## config.mk

```make
export PLATFORM = sky130hd
export DESIGN_NAME = rq_coef_mac_flat
export DESIGN_NICKNAME = d
export VERILOG_FILES = /design/src/rtl/rq_coef_mac_pkg.sv /design/src/rtl/rq_coef_mac_if.sv /design/src/rtl/rq_coef_mac_csa.sv /design/src/rtl/rq_coef_mac.sv /design/src/flat_wrapper.sv
export SDC_FILE = /design/constraint.sdc
export NUM_CORES = 1
export LEC_CHECK = 0
export CAP_MARGIN = 20
export CORE_AREA = 2 2 127 129
export DETAILED_ROUTE_END_ITERATION = 16
export DIE_AREA = 0 0 129 131
export GPL_ROUTABILITY_DRIVEN = 0
export PLACE_DENSITY = 0.48
export SETUP_SLACK_MARGIN = 0.2
export SYNTH_ARGS = -nofsm -noshare
export SYNTH_HDL_FRONTEND = slang
export SYNTH_SLANG_ARGS = --single-unit
export TNS_END_PERCENT = 100
```

## constraint.sdc

```tcl
create_clock -name clk -period 5.3 [get_ports clk]
set_input_delay 1.59 -clock clk [delete_from_list [all_inputs] [get_ports clk]]
set_output_delay 1.59 -clock clk [all_outputs]
set_load 0.02 [all_outputs]
```

## src/rtl/rq_coef_mac_pkg.sv

```systemverilog
// Shared constants for the Rq coefficient MAC: widths,
// ternary operand codes and the sequencer state encoding.
package rq_pkg;

  localparam int Q_BITS = 13;
  localparam int N_HRSS = 701;

  localparam logic [1:0] TERN_ZERO = 2'b00;
  localparam logic [1:0] TERN_POS  = 2'b01;
  localparam logic [1:0] TERN_NEG  = 2'b11;
  localparam logic [1:0] TERN_RSV  = 2'b10;

  typedef enum logic [1:0] {
    S_IDLE,
    S_ISSUE,
    S_ACC,
    S_HOLD
  } state_e;

endpackage

```

## src/rtl/rq_coef_mac_if.sv

```systemverilog
// Result handshake between the coefficient MAC and
// the downstream coefficient writer.
interface rq_coef_mac_if #(
  parameter int Q_BITS = 13
);

  logic              out_valid;
  logic              out_ready;
  logic [Q_BITS-1:0] out_coef;

  modport master (
    output out_valid,
    output out_coef,
    input  out_ready
  );

  modport slave (
    input  out_valid,
    input  out_coef,
    output out_ready
  );

endinterface

```

## src/rtl/rq_coef_mac_csa.sv

```systemverilog
// Carry-select adder: 4-bit ripple low block, upper
// blocks precomputed for both carry-in values.
module carryselectadder #(
  parameter int W = 13
) (
  input  logic [W-1:0] a_i,
  input  logic [W-1:0] b_i,
  input  logic         cin_i,
  output logic [W-1:0] sum_o
);

  localparam int HW = W - 8;

  logic [4:0]    lo;
  logic [4:0]    m0;
  logic [4:0]    m1;
  logic [HW-1:0] h0;
  logic [HW-1:0] h1;
  logic          c4;
  logic          c8;

  assign lo = {1'b0, a_i[3:0]} + {1'b0, b_i[3:0]}
            + {4'd0, cin_i};
  assign m0 = {1'b0, a_i[7:4]} + {1'b0, b_i[7:4]};
  assign m1 = m0 + 5'd1;
  assign h0 = a_i[W-1:8] + b_i[W-1:8];
  assign h1 = h0 + HW'(1);

  assign c4 = lo[4];
  assign c8 = c4 ? m1[4] : m0[4];

  // Top carry is dropped: that is the mod 2^W wrap.
  assign sum_o = {c8 ? h1 : h0,
                  c4 ? m1[3:0] : m0[3:0],
                  lo[3:0]};

endmodule

```

## src/rtl/rq_coef_mac.sv

```systemverilog
// One coefficient of a*b in Z_2^Q[x]/(x^N-1), b ternary.
// RQ_MAC_RESERVED_CHK_EN: flag reserved b codes on err.
module rq_coef_mac
  import rq_pkg::*;
#(
  parameter int N      = N_HRSS,
  parameter int Q_BITS = rq_pkg::Q_BITS,
  localparam int IW    = $clog2(N)
) (
  input  logic              clk,
  input  logic              rst,
  input  logic              start,
  input  logic [IW-1:0]     k,
  output logic              busy,
  output logic [IW-1:0]     a_addr,
  input  logic [Q_BITS-1:0] a_rdata,
  output logic [IW-1:0]     b_addr,
  input  logic [1:0]        b_rdata,
  output logic              err,
  rq_coef_mac_if.master     out_if
);

  state_e            state_q;
  logic [IW-1:0]     a_addr_q;
  logic [IW-1:0]     b_addr_q;
  logic [IW-1:0]     cnt_q;
  logic [Q_BITS-1:0] acc_q;
  logic [Q_BITS-1:0] acc_d;
  logic [Q_BITS-1:0] coef_q;
  logic [Q_BITS-1:0] in2;
  logic              cin;
  logic              busy_q;
  logic              valid_q;
  logic              accept;
  logic              last_addr;
  logic [IW-1:0]     a_dec;

  assign accept    = (state_q == S_IDLE) && start
                   && (int'(k) < N);
  assign last_addr = (b_addr_q == IW'(N - 1));
  assign a_dec     = (a_addr_q == '0) ? IW'(N - 1)
                                      : a_addr_q - IW'(1);

  always_comb begin
    in2 = '0;
    cin = 1'b0;
    unique case (1'b1)
      (b_rdata == TERN_POS): in2 = a_rdata;
      (b_rdata == TERN_NEG): begin
        in2 = ~a_rdata;
        cin = 1'b1;
      end
      default: ;
    endcase
  end

  carryselectadder #(
    .W (Q_BITS)
  ) u_add (
    .a_i   (acc_q),
    .b_i   (in2),
    .cin_i (cin),
    .sum_o (acc_d)
  );

  always_ff @(posedge clk) begin
    if (rst) begin
      state_q  <= S_IDLE;
      a_addr_q <= '0;
      b_addr_q <= '0;
      cnt_q    <= '0;
      acc_q    <= '0;
      coef_q   <= '0;
      busy_q   <= 1'b0;
      valid_q  <= 1'b0;
    end else begin
      unique case (state_q)
        S_IDLE: begin
          if (accept) begin
            state_q  <= S_ISSUE;
            busy_q   <= 1'b1;
            acc_q    <= '0;
            cnt_q    <= '0;
            a_addr_q <= k;
            b_addr_q <= '0;
          end
        end
        S_ISSUE: begin
          state_q <= S_ACC;
          if (!last_addr) begin
            a_addr_q <= a_dec;
            b_addr_q <= b_addr_q + IW'(1);
          end
        end
        S_ACC: begin
          acc_q <= acc_d;
          cnt_q <= cnt_q + IW'(1);
          if (!last_addr) begin
            a_addr_q <= a_dec;
            b_addr_q <= b_addr_q + IW'(1);
          end
          // cnt_q indexes the term being consumed now
          if (cnt_q == IW'(N - 1)) begin
            state_q <= S_HOLD;
            valid_q <= 1'b1;
            coef_q  <= acc_d;
          end
        end
        S_HOLD: begin
          if (out_if.out_ready) begin
            state_q <= S_IDLE;
            valid_q <= 1'b0;
            busy_q  <= 1'b0;
          end
        end
        default: state_q <= S_IDLE;
      endcase
    end
  end

`ifdef RQ_MAC_RESERVED_CHK_EN
  logic err_q;

  always_ff @(posedge clk) begin
    if (rst) begin
      err_q <= 1'b0;
    end else if (accept) begin
      err_q <= 1'b0;
    end else if (state_q == S_ACC
                 && b_rdata == TERN_RSV) begin
      err_q <= 1'b1;
    end
  end

  assign err = err_q;
`else
  assign err = 1'b0;
`endif

  assign busy             = busy_q;
  assign a_addr           = a_addr_q;
  assign b_addr           = b_addr_q;
  assign out_if.out_valid = valid_q;
  assign out_if.out_coef  = coef_q;

endmodule

```

## src/flat_wrapper.sv

```systemverilog
// flat-port wrapper written by rule: the top's interface ports become plain ports
module rq_coef_mac_flat import rq_pkg::*;
#(
  parameter int N      = N_HRSS,
  parameter int Q_BITS = rq_pkg::Q_BITS,
  localparam int IW    = $clog2(N)
)
  (clk, rst, start, k, busy, a_addr, a_rdata, b_addr, b_rdata, err, out_if_out_valid, out_if_out_coef, out_if_out_ready);
  rq_coef_mac_if #(.Q_BITS(Q_BITS)) out_if_i ();
  input  logic clk;
  input  logic rst;
  input  logic start;
  input  logic [IW-1:0] k;
  output logic busy;
  output logic [IW-1:0] a_addr;
  input  logic [Q_BITS-1:0] a_rdata;
  output logic [IW-1:0] b_addr;
  input  logic [1:0] b_rdata;
  output logic err;
  output wire logic [$bits(out_if_i.out_valid)-1:0] out_if_out_valid;
  output wire logic [$bits(out_if_i.out_coef)-1:0] out_if_out_coef;
  input wire logic [$bits(out_if_i.out_ready)-1:0] out_if_out_ready;
  assign out_if_out_valid = out_if_i.out_valid;
  assign out_if_out_coef = out_if_i.out_coef;
  assign out_if_i.out_ready = out_if_out_ready;
  rq_coef_mac #(.N(N), .Q_BITS(Q_BITS)) u_core (.clk(clk), .rst(rst), .start(start), .k(k), .busy(busy), .a_addr(a_addr), .a_rdata(a_rdata), .b_addr(b_addr), .b_rdata(b_rdata), .err(err), .out_if(out_if_i));
endmodule
```

Word-level counts from Yosys, hierarchy flattened
Index checks and enable logic that the tools add are counted.
{"block": "classes", "n_bitwise": 1, "add_sub_neg": 9, "n_eq_ne": 11, "n_mux": 24, "n_reduce_logical": 15, "order_cmp": 1}
{"op": "10-bit case mux with 2 select lines", "count": 3}
{"op": "13-bit case mux with 2 select lines", "count": 2}
{"op": "10-bit two-way mux", "count": 5}
{"op": "10-bit by 1-bit adder with 10-bit output, second input constant", "count": 2}
{"op": "10-bit == test, second input constant", "count": 2}
{"op": "13-bit two-way mux", "count": 1}
{"op": "13-bit inverter", "count": 1}
{"op": "3-bit AND reduction", "count": 4}
{"op": "4-bit by 4-bit adder with 5-bit output", "count": 2}
{"op": "5-bit by 1-bit adder with 5-bit output, second input constant", "count": 2}
{"op": "10-bit logical NOT", "count": 1}
{"op": "10-bit < comparator, second input constant", "count": 1}
{"op": "10-bit by 1-bit subtractor with 10-bit output, second input constant", "count": 1}
{"op": "2-bit case mux with 4 select lines", "count": 1}
{"op": "2-bit nonzero test", "count": 4}
{"op": "2-bit == test, second input constant", "count": 3}
{"op": "2-bit two-way mux", "count": 3}
{"op": "5-bit by 1-bit adder with 5-bit output", "count": 1}
{"op": "5-bit adder", "count": 1}
{"op": "1-bit two-way mux", "count": 5}
{"op": "5-bit two-way mux", "count": 1}
{"op": "2-bit by 1-bit == test with 1-bit output, second input constant", "count": 2}
{"op": "4-bit two-way mux", "count": 1}
{"op": "2-bit by 1-bit inequality test with 1-bit output, second input constant", "count": 2}
{"op": "6 further kinds", "count": 10}
{"block": "word_totals", "output_inout_bits": 36, "wordCells": 69, "register_bits": 60}

Logic depth before layout (Yosys ltp)
{"block": "depth", "depth_word": 7, "mapped_depth": 13, "depth_no_buf": 11}

Hierarchy
From an unflattened synthesis, not the netlist that was laid out.
{"block": "hier_totals", "cells_unflattened": 459, "area_unflattened_um2": 3863.7}
{"module": "rq_coef_mac", "seq_area_each_um2": 1201.2, "cells_per_inst": 379, "area_per_inst_um2": 3200.6, "n_inst": 1}
{"module": "carryselectadder", "seq_area_each_um2": 0.0, "cells_per_inst": 80, "area_per_inst_um2": 663.1, "n_inst": 1}

Least setup slack after synthesis
OpenSTA, ideal clock, no wires.
{"block": "synth_path", "path_type": "in2reg", "startpoint": "in b_rdata[1]", "endpoint": "reg u_core.coef_q[10] (netlist: u_core.out_if.out_coef[10])", "t_required_ps": 5178, "path_stages": 13, "slack_ps": 562, "arrival_time_ps": 4616, "cell_sequence": "clkbuf_1 -> buf_1 -> xor2_1 -> and2_1 -> fa_1 -> inv_1 -> fa_1 -> nand2b_1 -> a2111o_1 -> nor3_4 -> xnor2_2 -> and4_2 -> a311o_1"}
{"block": "synth_between", "elab_chain_len": 6}
{"item": "from (decl)", "line_no": "flat_wrapper.sv:18", "rtl": "input logic [1:0] b_rdata;"}
{"item": "2-bit == test / 2-bit by 1-bit == test with 1-bit output (equally long branches)", "line_no": "rq_coef_mac.sv:49, rq_coef_mac.sv:48"}
{"item": "13-bit case mux with 2 select lines", "line_no": "rq_coef_mac.sv:47", "rtl": "unique case (1'b1)"}
{"item": "4-bit by 4-bit adder with 5-bit output, on equally long branches", "line_no": "rq_coef_mac_csa.sv:24, rq_coef_mac_csa.sv:22"}
{"item": "5-bit by 1-bit adder with 5-bit output, on equally long branches", "line_no": "rq_coef_mac_csa.sv:25, rq_coef_mac_csa.sv:23"}
{"item": "1-bit two-way mux", "line_no": "rq_coef_mac_csa.sv:30", "rtl": "assign c8 = c4 ? m1[4] : m0[4];"}
{"item": "5-bit two-way mux *", "line_no": "rq_coef_mac_csa.sv:33", "rtl": "assign sum_o = {c8 ? h1 : h0,"}
{"item": "to (signal assigned)", "line_no": "rq_coef_mac.sv:73", "rtl": "coef_q <= '0;"}
{"item": "to (signal assigned)", "line_no": "rq_coef_mac.sv:106", "rtl": "coef_q <= acc_d;"}
{"item": "to (decl)", "line_no": "rq_coef_mac.sv:29", "rtl": "logic [Q_BITS-1:0] coef_q;"}
Mark *: on every way between the ends. The rest lies on a longest branch, timed or not.
A chain may end at the register's enable or synchronous reset.

Worst setup path after layout
Ends and elaborated chain as after synthesis.

==> metrics.txt <==
# TYPE chip_impl_metric gauge
chip_impl_metric{name="cts_hold_repair.buffers",unit=""} 0
chip_impl_metric{name="post-route-drc-count",unit=""} 0
chip_impl_metric{name="filler_cell_count",unit=""} 1641
chip_impl_metric{name="worstPathMaxFanout",unit=""} 8
chip_impl_metric{name="synth_nets",unit=""} 507
chip_impl_metric{name="cellPowerDensity",unit="nW/um^2"} 413
chip_impl_metric{name="timing.critical_path.required",unit="ns"} 5.51
chip_impl_metric{name="r2r_slack",unit="ns"} 2.02
chip_impl_metric{name="grt_pass1_vias",unit=""} 3333
chip_impl_metric{name="first_iter_violations",unit=""} 218
chip_impl_metric{name="postSynth.asyncResetShare",unit="%"} 0
chip_impl_metric{name="die_h",unit="um"} 131
chip_impl_metric{name="numPortBuffers",unit=""} 63
chip_impl_metric{name="crit_arrival",unit="ns"} 4.97
chip_impl_info{name="synth_top_cell_by_area",value="sky130_fd_sc_hd__dfxtp_1"} 1
chip_impl_metric{name="syn-cell-area",unit="sq um"} 3790
chip_impl_info{name="endpoint_kind",value="flip-flop"} 1
chip_impl_metric{name="timing.fmax",unit="MHz"} 210
chip_impl_metric{name="vdd_drop_max",unit="mV"} 0.195
chip_impl_metric{name="final.min_clock_period",unit="ns"} 4.76
chip_impl_metric{name="cts.repair_timing.setup_buffer_count",unit=""} 0
chip_impl_metric{name="edff_count_synth",unit=""} 0
chip_impl_metric{name="antenna_violating_nets_post_route",unit=""} 0
chip_impl_metric{name="gr-total-overflow",unit=""} 0
chip_impl_metric{name="design.core.area",unit="sq um"} 15600
chip_impl_metric{name="gr-usage-all-layers",unit="%"} 12.2
chip_impl_metric{name="crit_buf_inv",unit=""} 3
chip_impl_info{name="outcome",value="finished, final reports clean"} 1
chip_impl_info{name="path_class",value="primary input to flip-flop"} 1
chip_impl_info{name="most-common-layout-cells",value="sky130_fd_sc_hd__clkdlybuf4s50_1, sky130_fd_sc_hd__dfxtp_1, sky130_fd_sc_hd__nor2_1, sky130_fd_sc_hd__nand2_1"} 1
chip_impl_metric{name="start_util",unit="%"} 24.3
chip_impl_metric{name="clock_path_buffers",unit=""} 2
chip_impl_metric{name="synth-seq-area-share",unit="%"} 31.7
chip_impl_info{name="layout.cells.most_common",value="sky130_fd_sc_hd__clkdlybuf4s50_1"} 1
chip_impl_metric{name="detail_route.wl_per_cell",unit="um"} 13.5
chip_impl_metric{name="number_of_top_level_pins",unit=""} 65
chip_impl_info{name="grt_setup_unrepaired",value="false"} 1
chip_impl_info{name="critical_path.cell_chain",value="clkdlybuf4s50_1, buf_4, xor2_1, and2_1, fa_1, ha_1, inv_1, a2111o_1, nor3_4, xnor2_2, and4_2, a311o_1"} 1
chip_impl_metric{name="timing_worst_slew_pin_value",unit="ns"} 0.884
chip_impl_metric{name="final_hold_violations",unit=""} 0
chip_impl_metric{name="die-area",unit="sq um"} 16900
chip_impl_metric{name="top_cell_type_s_share_of_synthesized_area",unit="%"} 31.7
chip_impl_metric{name="finalMaxSlewViolations",unit=""} 0
chip_impl_metric{name="initial_drt_pass_iterations",unit=""} 4
chip_impl_metric{name="post_synth.cell_area_avg",unit="sq um"} 8.38
chip_impl_metric{name="die_width",unit="um"} 129
chip_impl_metric{name="layout-area-overhead-vs-synth",unit="%"} 31.0
chip_impl_metric{name="setup_viol",unit=""} 0
chip_impl_metric{name="slew_headroom",unit="%"} 41.0
chip_impl_metric{name="synthesis.yosys.warnings",unit=""} 0
chip_impl_metric{name="clock_sink_count",unit=""} 60
chip_impl_metric{name="synth.ff_latch_count",unit=""} 60
chip_impl_metric{name="fin_worst_skew",unit="ns"} 0.00728
chip_impl_metric{name="finalWorstSetupSlack",unit="ns"} 0.540
chip_impl_metric{name="placement.setup.worst_slack",unit="ns"} 0.212
chip_impl_metric{name="largest_net_degree_at_the_start_of_global_routing",unit=""} 49
chip_impl_metric{name="grt_pass1_wl",unit="um"} 16300
chip_impl_info{name="worstHoldPathType",value="flip-flop to flip-flop"} 1
chip_impl_metric{name="dpl.hpwl",unit="um"} 7260
chip_impl_metric{name="layout_cell_share_with_drive_strength_beyond_1",unit="%"} 6.98
chip_impl_metric{name="rows",unit=""} 46
chip_impl_metric{name="maxCapViolations",unit=""} 0
chip_impl_metric{name="clk_transition_reported_paths",unit="ns"} 0.05
chip_impl_metric{name="insertedDiodeCount",unit=""} 0
chip_impl_info{name="synth_top_flop_cell",value="sky130_fd_sc_hd__dfxtp_1"} 1
chip_impl_info{name="startpoint_type",value="primary input"} 1
chip_impl_info{name="tritoncts",value="built"} 1
chip_impl_metric{name="clock_latency",unit="ns"} 0.33
chip_impl_metric{name="max_stage_delay",unit="ns"} 0.60
chip_impl_metric{name="cts_made_buffers",unit=""} 9
chip_impl_metric{name="post-route-util",unit="%"} 31.8
chip_impl_info{name="cts_root_buf",value="sky130_fd_sc_hd__clkbuf_16"} 1
chip_impl_info{name="family_of_cells_with_the_greatest_summed_delay_on_the_critical_path",value="buffers and inverters"} 1
chip_impl_metric{name="post_cts.resized_instances",unit=""} 0
chip_impl_metric{name="detailroute.via_count",unit=""} 3417
chip_impl_metric{name="setup_tns",unit="ns"} 0
chip_impl_metric{name="grt_antenna_before_repair",unit=""} 0
chip_impl_metric{name="num-nets-final",unit=""} 566
chip_impl_metric{name="number_of_vias_per_cell_after_detailed_routing",unit=""} 4.67
chip_impl_info{name="yosys-top-cells-area",value="sky130_fd_sc_hd__dfxtp_1, sky130_fd_sc_hd__ha_1, sky130_fd_sc_hd__xor2_1, sky130_fd_sc_hd__nor2_1, sky130_fd_sc_hd__a21oi_1"} 1
chip_impl_metric{name="htree_num_levels",unit=""} 3
chip_impl_metric{name="post-route-period-util",unit="%"} 89.8
chip_impl_info{name="library_cell_contributing_the_largest_single_delay_on_the_critical_path",value="sky130_fd_sc_hd__clkdlybuf4s50_1"} 1
chip_impl_metric{name="cellLeakagePower",unit="nW"} 1.80
chip_impl_metric{name="netlist_instances",unit=""} 452
chip_impl_metric{name="synth_cell_type_count",unit=""} 66
chip_impl_metric{name="finalWirelength",unit="um"} 9900
-- Yosys cell counts, drive strengths merged (3+ instances only) --
| library cell | n |
|---|---|
| nor3 | 13 |
| and3 | 4 |
| and2 | 16 |
| nand4 | 13 |
| nand3 | 13 |
| a211oi | 13 |
| nor4 | 3 |
| a22oi | 6 |
| o211ai | 7 |
| buf | 4 |
| a21oi | 28 |
| o31ai | 4 |
| nor2 | 51 |
| or4 | 3 |
| nand2b | 4 |
| and4 | 3 |
| fa | 4 |
| o21ai | 18 |
| mux2i | 5 |
| ha | 22 |
| nor2b | 3 |
| inv | 19 |
| xnor2 | 14 |
| nand2 | 36 |
| nor4b | 3 |
| clkbuf | 16 |
| a21o | 4 |
| xor2 | 28 |
| dfxtp | 60 |
-- state kept, by name (all words and copies together) (netlist names) --
signal / count
u_core.b_addr: 10
u_core.a_addr: 10
u_core.out_if.out_coef: 13
u_core.cnt_q: 10
u_core.busy: 1
u_core.acc_q: 13
u_core.state_q: 2
u_core.out_if.out_valid: 1
-- layer usage --
| metal | routed length (um) | GRT usage (%) | up-vias | share of wire, % |
|---|---|---|---|---|
| li1 | - | - | 1742 | - |
| met1 | 4670 | 14.9 | 1583 | 47 |
| met2 | 4630 | 21.0 | 84 | 47 |
| met3 | 466 | 3.18 | 8 | 4.7 |
| met4 | 131 | 3.96 | 0 | 1.3 |
| met5 | 0 | 0 | - | 0 |
-- final timing paths --
kind,startpoint,end,depth (start not counted)
max,b_rdata[1],u_core.out_if.out_coef[10],12
min,u_core.out_if.out_coef[0],u_core.out_if.out_coef[0],2
max reg2reg,u_core.state_q[1],u_core.a_addr[2],7
min reg2reg,u_core.out_if.out_coef[0],u_core.out_if.out_coef[0],2
-- worst reg2reg max path: stages (launching register included) --
cell and delay [ns]:
sky130_fd_sc_hd__dfxtp_1 0.38, sky130_fd_sc_hd__inv_1 0.08, sky130_fd_sc_hd__ha_1 0.57, sky130_fd_sc_hd__inv_1 0.31, sky130_fd_sc_hd__o221ai_1 0.59, sky130_fd_sc_hd__and2_0 0.74
sky130_fd_sc_hd__o21ai_0 0.20, sky130_fd_sc_hd__a221oi_1 0.31
-- report_power, final --
part / switching, mW / total [mW] / internal [mW] / leakage, nW
Clock: 0.214 / 0.671 / 0.457 / 0.161
Sequential: 0.0614 / 0.566 / 0.505 / 0.486
Combinational: 0.501 / 0.812 / 0.311 / 1.15
-- through the flow --
stage | std cells | power (mW) | cell area, sq um | hold WS, ns
after CTS | 732 | 2.07 | 4960 | 0.458
after global routing | 732 | 2.19 | 4960 | 0.481
final | 732 | 2.05 | 4960 | 0.455
after floorplan | 452 | 1.14 | 3790 | 0.436
after global placement | 716 | 1.38 | 4620 | 0.455
after detailed placement | 716 | 1.39 | 4620 | 0.451
-- cell type report --
cell class | count | area [sq um] | share of cell area [%]
multi-input cells | 352 | 2400 | 48.3
flip-flops and latches | 60 | 1200 | 24.2
repair buffers | 68 | 663 | 13.4
well taps | 216 | 270 | 5.45
clock buffers | 9 | 225 | 4.54
clock inverters | 7 | 115 | 2.32
inverters | 20 | 88.8 | 1.79
-- cells by family after synthesis --
family / count (synthesis) / share of synthesized area [%]
compound gates: 103 / 18.6
other cells: 1 / 0.0990
flops: 60 / 31.7
simple gates: 174 / 23.6
buf+inv: 40 / 5.02
fa+ha+maj: 26 / 9.38
xor+xnor: 42 / 9.91
mux: 6 / 1.62
(Power assumes the default switching activity.)
